File: src/rtl/hw2_seq_div.sv
// hw2_seq_div: multi-cycle unsigned restoring divider, d = q*c + r.
// Recovers the quotient and remainder of a DW-bit dividend by a CW-bit
// divisor, one quotient bit per clock, MSB first.  A zero divisor skips
// the iteration and returns q = all ones, r = low CW bits of d, div_zero = 1.
//
// Ports
//   clk        in   clock, rising edge
//   rst_n      in   asynchronous active-low reset
//   in_valid   in   operand pair valid
//   in_ready   out  ready to accept operands (high only in IDLE)
//   d          in   DW-bit dividend
//   c          in   CW-bit divisor
//   out_valid  out  result valid (high only in DONE)
//   out_ready  in   consumer accepts the result
//   q          out  DW-bit quotient
//   r          out  CW-bit remainder
//   div_zero   out  result came from a zero divisor
//
// state | meaning
// IDLE  | waiting for operands, in_ready = 1
// RUN   | producing one quotient bit per cycle
// DONE  | result presented, held until out_ready

module hw2_seq_div #(
  parameter int DW = 16,
  parameter int CW = 8
) (
  input  logic          clk,
  input  logic          rst_n,
  input  logic          in_valid,
  output logic          in_ready,
  input  logic [DW-1:0] d,
  input  logic [CW-1:0] c,
  output logic          out_valid,
  input  logic          out_ready,
  output logic [DW-1:0] q,
  output logic [CW-1:0] r,
  output logic          div_zero
);

  localparam int CNTW = (DW > 1) ? $clog2(DW) : 1;

  typedef enum logic [1:0] {
    IDLE = 2'd0,
    RUN  = 2'd1,
    DONE = 2'd2
  } state_t;

  state_t          state_q, state_d;
  logic [CNTW-1:0] cnt_q, cnt_d;
  logic [DW-1:0]   dq_q, dq_d;     // dividend bits shift out the top, quotient bits shift in the bottom
  logic [CW-1:0]   pr_q, pr_d;     // stored remainder is always < c, so CW bits suffice
  logic [CW-1:0]   c_q, c_d;
  logic [DW-1:0]   q_q, q_d;
  logic [CW-1:0]   r_q, r_d;
  logic            dz_q, dz_d;

  logic [CW:0]     pr_sh;
  logic            ge;
  logic [CW-1:0]   pr_sub;
  logic [CW-1:0]   pr_nxt;
  logic [DW-1:0]   dq_nxt;

  // One restoring step.  The subtraction only needs CW bits: when ge holds
  // the true difference is below c and therefore fits.
  always_comb begin
    pr_sh  = {pr_q, dq_q[DW-1]};
    ge     = (pr_sh >= {1'b0, c_q});
    pr_sub = pr_sh[CW-1:0] - c_q;
    pr_nxt = ge ? pr_sub : pr_sh[CW-1:0];
    dq_nxt = {dq_q[DW-2:0], ge};
  end

  always_comb begin
    state_d = state_q;
    cnt_d   = cnt_q;
    dq_d    = dq_q;
    pr_d    = pr_q;
    c_d     = c_q;
    q_d     = q_q;
    r_d     = r_q;
    dz_d    = dz_q;
    unique case (state_q)
      IDLE: begin
        if (in_valid) begin
          dq_d  = d;
          c_d   = c;
          pr_d  = '0;
          cnt_d = CNTW'(DW - 1);
          if (c == '0) begin
            q_d     = '1;
            r_d     = d[CW-1:0];
            dz_d    = 1'b1;
            state_d = DONE;
          end else begin
            state_d = RUN;
          end
        end
      end
      RUN: begin
        dq_d  = dq_nxt;
        pr_d  = pr_nxt;
        cnt_d = cnt_q - CNTW'(1);
        if (cnt_q == '0) begin
          q_d     = dq_nxt;
          r_d     = pr_nxt;
          dz_d    = 1'b0;
          cnt_d   = '0;
          state_d = DONE;
        end
      end
      DONE: begin
        if (out_ready) state_d = IDLE;
      end
      default: state_d = IDLE;
    endcase
  end

  always_ff @(posedge clk or negedge rst_n) begin
    if (!rst_n) begin
      state_q <= IDLE;
      cnt_q   <= '0;
      dq_q    <= '0;
      pr_q    <= '0;
      c_q     <= '0;
      q_q     <= '0;
      r_q     <= '0;
      dz_q    <= 1'b0;
    end else begin
      state_q <= state_d;
      cnt_q   <= cnt_d;
      dq_q    <= dq_d;
      pr_q    <= pr_d;
      c_q     <= c_d;
      q_q     <= q_d;
      r_q     <= r_d;
      dz_q    <= dz_d;
    end
  end

  assign in_ready  = (state_q == IDLE);
  assign out_valid = (state_q == DONE);
  assign q         = q_q;
  assign r         = r_q;
  assign div_zero  = dz_q;

endmodule

File: config.mk
export PLATFORM = sky130hd
export DESIGN_NAME = hw2_seq_div
export DESIGN_NICKNAME = d
export VERILOG_FILES = /design/src/rtl/hw2_seq_div.sv
export SDC_FILE = /design/constraint.sdc
export NUM_CORES = 1
export LEC_CHECK = 0
export CELL_PAD_IN_SITES_DETAIL_PLACEMENT = 1
export CELL_PAD_IN_SITES_GLOBAL_PLACEMENT = 1
export CORE_ASPECT_RATIO = 2
export CORE_MARGIN = 5
export CORE_UTILIZATION = 40
export DETAILED_ROUTE_END_ITERATION = 8
export PLACE_DENSITY = 0.85
export SLEW_MARGIN = 25
export SYNTH_ARGS = -nofsm -noshare
export SYNTH_HDL_FRONTEND = slang
export SYNTH_SLANG_ARGS = --single-unit
File: constraint.sdc
create_clock -name clk -period 5.8 [get_ports clk]
set_input_delay 0.58 -clock clk [delete_from_list [all_inputs] [get_ports clk]]
set_output_delay 0.58 -clock clk [all_outputs]
set_load 0.02 [all_outputs]
==> reports/results.md, run 1 <==
| Result | Reported | Unit |
|---|---|---|
| Placed standard-cell area | 0.003684 | mm2 |
| Top-level I/O count | 55 | - |
| R2R setup slack | 3320 | ps |
| Half-perimeter wire length after detailed placement | 6.199 | mm |
| Number of buffers added to fix hold violations after cts | 0 | - |
| Cell breakdown of the critical path | clkdlybuf4s50_1 > or4_1 > nor2_2 > nand3b_2 > a21oi_4 > o21ai_0 > a22oi_1 | - |
| MaxCap Viol Count | 0 | - |
| Pwr per Cell Area | 681.5 | mW/mm2 |
| Distinct cell type count after synthesis | 44 | - |
| Clock root cell | sky130_fd_sc_hd__clkbuf_16 | - |
| Initial core utilization | 0.4067 | - |
| Asr flop ratio synth | 1.000 | - |
| Max Fclk | 357.2 | MHz |
| Net Sw Frac | 0.4183 | - |
| Clock tree sinks | 63 | - |
| Internal | 0.001571 | W |
| Clock buffer count from CTS | 9 | - |
| Placed Cells | 457 | - |
| Required time reported for the critical path endpoint | 6040 | ps |
| Vias | 2,643 | - |
| Max Transition Viols Final | 0 | - |
| Core Util, Final | 0.5213 | - |
| Most used cells in the layout excluding fill and tap cells | sky130_fd_sc_hd__dfrtp_1, sky130_fd_sc_hd__clkdlybuf4s50_1, sky130_fd_sc_hd__nor2_1, sky130_fd_sc_hd__nand2_1, sky130_fd_sc_hd__a21oi_1 | - |
| Clock transition at the register clock pins on the worst setup and hold paths after CTS | 50 | ps |
| Area overhead of the layout relative to synthesis | 28.17 | % |
| Clock group share of total power | 0.190 | - |
| Setup TNS | 0 | ps |
| CP max-delay cell | sky130_fd_sc_hd__a21oi_4 | - |
| Avg WL per Cell | 18.26 | um |
| Min Tclk post-route | 2800 | ps |
| Most common library cell in the layout ignoring fill and taps | sky130_fd_sc_hd__dfrtp_1 | - |
| Share of the yosys chip area belonging to registers | 0.5099 | - |
| Met3 WL | 280 | um |
| Maximum net fanout on the critical path | 32 | - |
| Path type of the worst min-delay path | input port to async pin | - |
| Residual antenna-violating net count after detailed routing | 0 | - |
| Data arrival time of the worst path | 3040 | ps |
| NumNets Final | 411 | - |
| Worst setup skew after layout | 7.269 | ps |
| Gate count after technology mapping | 324 | - |
| Met2 wire length | 4.983 | mm |
| Synthesis-stage register bit count | 63 | - |
| Final critical-path share of the clock period | 0.4827 | - |
| Count of standard-cell rows | 45 | - |
| Worst-Skew Late Latency | 330 | ps |
| Setup Viol. Count Final | 0 | - |
| First-iteration detailed-routing DRC count | 160 | - |
| Post-Synthesis Cell Area | 0.003092 | mm2 |
| Worst reg2reg path startpoint | pr_q[5] | - |
| Count of placed standard cells in the final layout, fillers left out | 472 | - |
| Global-route wire length before repair | 14.13 | mm |
| Slew at the pin closest to its max-slew limit | 811.5 | ps |
| Hold Slack | 423.2 | ps |
| DR pass1 iterations | 4 | - |
| Launching element of the worst setup path | c[1] | - |
| Max rail drop VDD | 285.6 | uV |
| CP Class | input port to flop | - |
| Post-cts gate resize count | 0 | - |
| Count of antenna diodes in the layout | 0 | - |
| FF-to-FF path depth | 7 | - |
| Antenna violations before repair | 0 | - |
| Number of buffers added on ports | 54 | - |
| Fraction of layout instances using a drive strength above 1 | 0.07937 | - |
| Stage delay of the slowest cell on the critical path | 680 | ps |
| Synth Warn # | 0 | - |
| Kind of start point of the critical path | input port | - |
| Worst Setup End Kind | flop | - |
| Number of synthesized flops with an enable pin | 0 | - |
| All-Layer GR Usage | 0.1906 | - |
| Die boundary width | 72.17 | um |
| Number of global-route vias before repair | 2,932 | - |
| Top layer used by detailed routing | met4 | - |
| Height of the die | 134.3 | um |
| Die ar. | 0.009694 | mm2 |
| Final number of hold-violating endpoints | 0 | - |
| Number of remaining DRC errors | 0 | - |
| Number of vias per cell after detailed routing | 5.600 | - |
| Leak | 1.669 | nW |
| Number of stages on the worst setup path | 7 | - |
| Worst Setup EP | r[6] | - |
| TritonCTS clock tree | yes | - |
| Number of H-tree branching levels | 3 | - |
| RSZ-0062 raised after global routing | no | - |
| Total setup buffers inserted after CTS | 0 | - |
| Clock buffer depth | 2 | - |
| Primary flip-flop cell chosen by synthesis mapping | sky130_fd_sc_hd__dfrtp_1 | - |
| Total Wirelength | 8.621 | mm |
| Total net switching power | 0.001130 | W |
| Post-Synthesis Mean Instance Area | 9.542 | um2 |
| Area of the core | 0.007601 | mm2 |
| Family with the most delay on the worst path | compound AO/OA/AOI/OAI gates | - |
| Proportion of power drawn by flip-flops and latches | 0.298 | - |
| Cell area after layout | 0.003963 | mm2 |
| Slew Limit Headroom | 0.4578 | - |
| Comb power frac | 0.513 | - |
| Crit path buf inv count | 1 | - |
| Result of the run | finished, final reports clean | - |
| GRT Residual Overflow | 0 | - |
| DRT met1 WL | 3.138 | mm |
| Largest net degree at the start of global routing | 64 | - |
| End of the worst register-to-register path | r[0] | - |
| Final weighted congestion in routability-driven placement | 0.8212 | - |
| Post-synth net total | 361 | - |
==> power groups by stage <==
stage | logic [W] | registers, W | clock network (W)
after floorplan | 0.000867 | 0.000857 | 0
after global placement | 0.00131 | 0.000799 | 0
after detailed placement | 0.00138 | 0.000811 | 0
after CTS | 0.00140 | 0.000807 | 0.000518
after global routing | 0.00151 | 0.000832 | 0.000538
final | 0.00138 | 0.000804 | 0.000512
==> sequential cells by signal, summed over array words and instances (netlist names) <==
register,cells
c_q,8
cnt_q,4
div_zero,1
dq_q,16
pr_q,8
q,16
r,8
state_q,2
==> metal layers <==
metal,global-route usage,vias to the layer above
met5,0,-
met4,0.08473,0
met3,0.03526,17
met2,0.3604,53
met1,0.1945,1334
li1,-,1239
==> cell usage after synthesis, types with 4 or more instances <==
cell type                  instances  area, um2
sky130_fd_sc_hd__a31oi_1          18      112.6
sky130_fd_sc_hd__xnor2_1           4      35.03
sky130_fd_sc_hd__nand3_1          11      55.05
sky130_fd_sc_hd__a211oi_1          8      60.06
sky130_fd_sc_hd__clkbuf_1         16      60.06
sky130_fd_sc_hd__dfrtp_1          63       1577
sky130_fd_sc_hd__mux2i_1           5      50.05
sky130_fd_sc_hd__nand2_1          37      138.9
sky130_fd_sc_hd__o22ai_1           6      37.54
sky130_fd_sc_hd__nor2_1           37      138.9
sky130_fd_sc_hd__ha_1              8      100.1
sky130_fd_sc_hd__a21oi_1          21      105.1
sky130_fd_sc_hd__o22a_1            8      70.07
sky130_fd_sc_hd__inv_1            18      67.56
sky130_fd_sc_hd__o21ai_0          19      95.09
==> layout make-up <==
| cell class | count | area (um2) |
|---|---|---|
| well taps | 94 | 117.6 |
| clock buffers | 10 | 229.0 |
| inverters | 18 | 67.56 |
| clock inverters | 5 | 50.05 |
| flip-flops and latches | 63 | 1577 |
| multi-input cells | 223 | 1349 |
| fillers | 878 | 3638 |
| repair buffers | 59 | 573.1 |
==> kinds of logic (layout without fill, tap and decap cells) <==
family | after synthesis | count (layout) | share of synthesized area
XOR/XNOR | 4 | 4 | 0.01133
AND/OR/NAND/NOR | 103 | 103 | 0.1469
adder cells (fa/ha/maj) | 9 | 9 | 0.03885
buffers and inverters | 38 | 92 | 0.05382
flip-flops | 63 | 63 | 0.5099
multiplexers | 7 | 7 | 0.02347
AO/OA/AOI/OAI | 100 | 100 | 0.2157
==> per-stage QoR <==
step,power [W],setup slack [ps]
after global routing,0.002885,2783
final,0.002700,3000
after floorplan,0.001724,3612
after detailed placement,0.002190,2671
after global placement,0.002109,2795
after CTS,0.002720,2992
==> worst min-delay path by stage <==
stage | end | cells after the start | slack (ps) | startpoint
after global placement | c_q[0] | 2 | 470 | c_q[0]
after CTS | state_q[0] | 2 | 460 | rst_n
after global routing | pr_q[6] | 2 | 500 | rst_n
after detailed placement | c_q[0] | 2 | 500 | c_q[0]
final | c_q[7] | 2 | 420 | rst_n
after floorplan | c_q[0] | 0 | 280 | rst_n
==> worst reg2reg max path, delay by kind of cell (launching register included) <==
| kind | cells | cell delay [ps] |
|---|---|---|
| AOI/OAI and AO/OA | 5 | 1210 |
| adders and majority gates | 1 | 360 |
| DFF | 1 | 400 |
| muxes | 1 | 420 |
Power figures use the tool's default switching activity.
==> inputs of run 2 (changes only) <==
clock period = 2.9 ns   (was 5.8 ns; I/O delays follow)
==> run 2 against run 1 <==
  * Global-route usage increased by 0.68 points
  * Clock skew decreased by 2.9 ps
  * Critical path depth unchanged
  * Sequential share of layout area decreased by 0.45 points
  * Sequential power increased by 100%
  * Wire length increased by 3.9%
==> reports/results.md, run 2 (synthesis gave the netlist of run 1 again) <==
| Result | Reported | Unit |
|---|---|---|
| Cell breakdown of the critical path | ha_1 > a21o_1 > a211oi_2 > o31ai_2 > a31oi_4 > mux2i_1 > o22ai_1 | - |
| Min Tclk post-route | 2522 | ps |
| Slew at the pin closest to its max-slew limit | 832.3 | ps |
| Largest net degree at the start of global routing | 48 | - |
| Max rail drop VDD | 488.4 | uV |
| Stage delay of the slowest cell on the critical path | 410 | ps |
| RSZ-0062 raised after global routing | no | - |
| Die ar. | 0.009694 | mm2 |
| Vias | 2,687 | - |
| Number of H-tree branching levels | 3 | - |
| Total Wirelength | 8.954 | mm |
| MaxCap Viol Count | 0 | - |
| Setup TNS | 0 | ps |
| Number of stages on the worst setup path | 7 | - |
| Data arrival time of the worst path | 2710 | ps |
| End of the worst register-to-register path | r[2] | - |
| Count of fill cells added during filler insertion | 870 | - |
| Initial core utilization | 0.4067 | - |
| TritonCTS clock tree | yes | - |
| Total setup buffers inserted after CTS | 0 | - |
| Worst setup skew after layout | 4.378 | ps |
| Global-route wire length before repair | 14.65 | mm |
| CP max-delay cell | sky130_fd_sc_hd__a31oi_4 | - |
| Residual antenna-violating net count after detailed routing | 0 | - |
| Clock root cell | sky130_fd_sc_hd__clkbuf_16 | - |
| Family with the most delay on the worst path | compound AO/OA/AOI/OAI gates | - |
| Worst Setup End Kind | flop | - |
| Clock tree sinks | 63 | - |
| Pwr per Cell Area | 1379 | mW/mm2 |
| CP Class | flop to flop | - |
| Top-level I/O count | 55 | - |
| Area of the core | 0.007601 | mm2 |
| Area overhead of the layout relative to synthesis | 29.62 | % |
| Height of the die | 134.3 | um |
| Avg WL per Cell | 18.77 | um |
| Kind of start point of the critical path | flop | - |
| Slew Limit Headroom | 0.4438 | - |
| Count of placed standard cells in the final layout, fillers left out | 477 | - |
| Final number of hold-violating endpoints | 0 | - |
| First-iteration detailed-routing DRC count | 137 | - |
| Crit path buf inv count | 0 | - |
| Power after layout | 0.005527 | W |
| Worst-Skew Late Latency | 330 | ps |
| Antenna violations before repair | 0 | - |
| Launching element of the worst setup path | pr_q[5] | - |
| Number of vias per cell after detailed routing | 5.633 | - |
| Count of standard-cell rows | 45 | - |
| Most used cells in the layout excluding fill and tap cells | sky130_fd_sc_hd__dfrtp_1, sky130_fd_sc_hd__clkdlybuf4s50_1, sky130_fd_sc_hd__nor2_1, sky130_fd_sc_hd__nand2_1, sky130_fd_sc_hd__a21oi_1 | - |
| Clock buffer depth | 2 | - |
| Cell area after layout | 0.004008 | mm2 |
| DR pass1 iterations | 4 | - |
| Setup Viol. Count Final | 0 | - |
| Post-cts gate resize count | 0 | - |
| Required time reported for the critical path endpoint | 3090 | ps |
| Max Transition Viols Final | 0 | - |
| Final critical-path share of the clock period | 0.8696 | - |
| Worst Setup EP | r[2] | - |
| Worst reg2reg path startpoint | pr_q[5] | - |
| Clock buffer count from CTS | 9 | - |
| Count of antenna diodes in the layout | 0 | - |
| FF-to-FF path depth | 7 | - |
| R2R setup slack | 380 | ps |
| Path type of the worst min-delay path | input port to async pin | - |
| Leak | 1.693 | nW |
| NumNets Final | 415 | - |
| Half-perimeter wire length after detailed placement | 6.436 | mm |
| Max Fclk | 396.5 | MHz |
| Placed standard-cell area | 0.003706 | mm2 |
| Number of remaining DRC errors | 0 | - |
| Clock transition at the register clock pins on the worst setup and hold paths after CTS | 50 | ps |
| Final weighted congestion in routability-driven placement | 0.8075 | - |
| GRT Residual Overflow | 0 | - |
| Placed Cells | 460 | - |
| Core Util, Final | 0.5272 | - |
| All-Layer GR Usage | 0.1975 | - |
| Most common library cell in the layout ignoring fill and taps | sky130_fd_sc_hd__dfrtp_1 | - |
| Result of the run | finished, final reports clean | - |
| Maximum net fanout on the critical path | 10 | - |
| Fraction of layout instances using a drive strength above 1 | 0.08616 | - |
| Number of buffers added on ports | 54 | - |
| Number of global-route vias before repair | 2,952 | - |
| Die boundary width | 72.17 | um |
## run 2: worst min-delay path by stage
stage / endpoint / slack (ps) / depth (start not counted)
5_1_grt: cnt_q[0] / 460 / 2
2_1_floorplan: c_q[0] / -6 / 0
4_1_cts: cnt_q[0] / 420 / 2
3_3_place_gp: cnt_q[0] / 230 / 1
3_5_place_dp: cnt_q[0] / 230 / 1
6_report: cnt_q[0] / 420 / 2
## run 2: final cells by class
cell class	count	area (um2)	area share
Sequential cell	63	1577	0.3934
Multi-Input combinational cell	223	1349	0.3366
Timing Repair Buffer	63	605.6	0.1511
Clock buffer	12	246.5	0.06150
Tap cell	94	117.6	0.02935
Inverter	18	67.56	0.01686
Clock inverter	4	45.04	0.01124
## run 2: power by group
group          internal [W]  total [W]  leakage, nW  switching [W]
clock network      0.000684    0.00106        0.146       0.000373
logic               0.00120    0.00286        0.852        0.00165
registers           0.00130    0.00161        0.695       0.000309
## run 2: timing repair
| action | in CTS | in global routing |
|---|---|---|
| endpoints found under the setup margin | 0 | 0 |
| hold buffers | 1 | 0 |
| hold endpoints to repair | 16 | 0 |
## run 2: per-layer routing
layer  GRT usage  up-vias  share of wire
met2      0.3528       72           0.54
met1      0.2088     1333           0.37
li1            -     1251              -
met5           0        -              0
met3     0.03451       31          0.039
met4      0.1172        0          0.042
## run 2: per-stage QoR
stage | hold slack [ps] | setup WS [ps]
finish | 417.1 | 378.1
global route | 463.5 | 213.8
CTS | 417.3 | 390.7
detailed placement | 233.6 | 389.7
global placement | 227.2 | 488.8
floorplan | -5.591 | 711.8
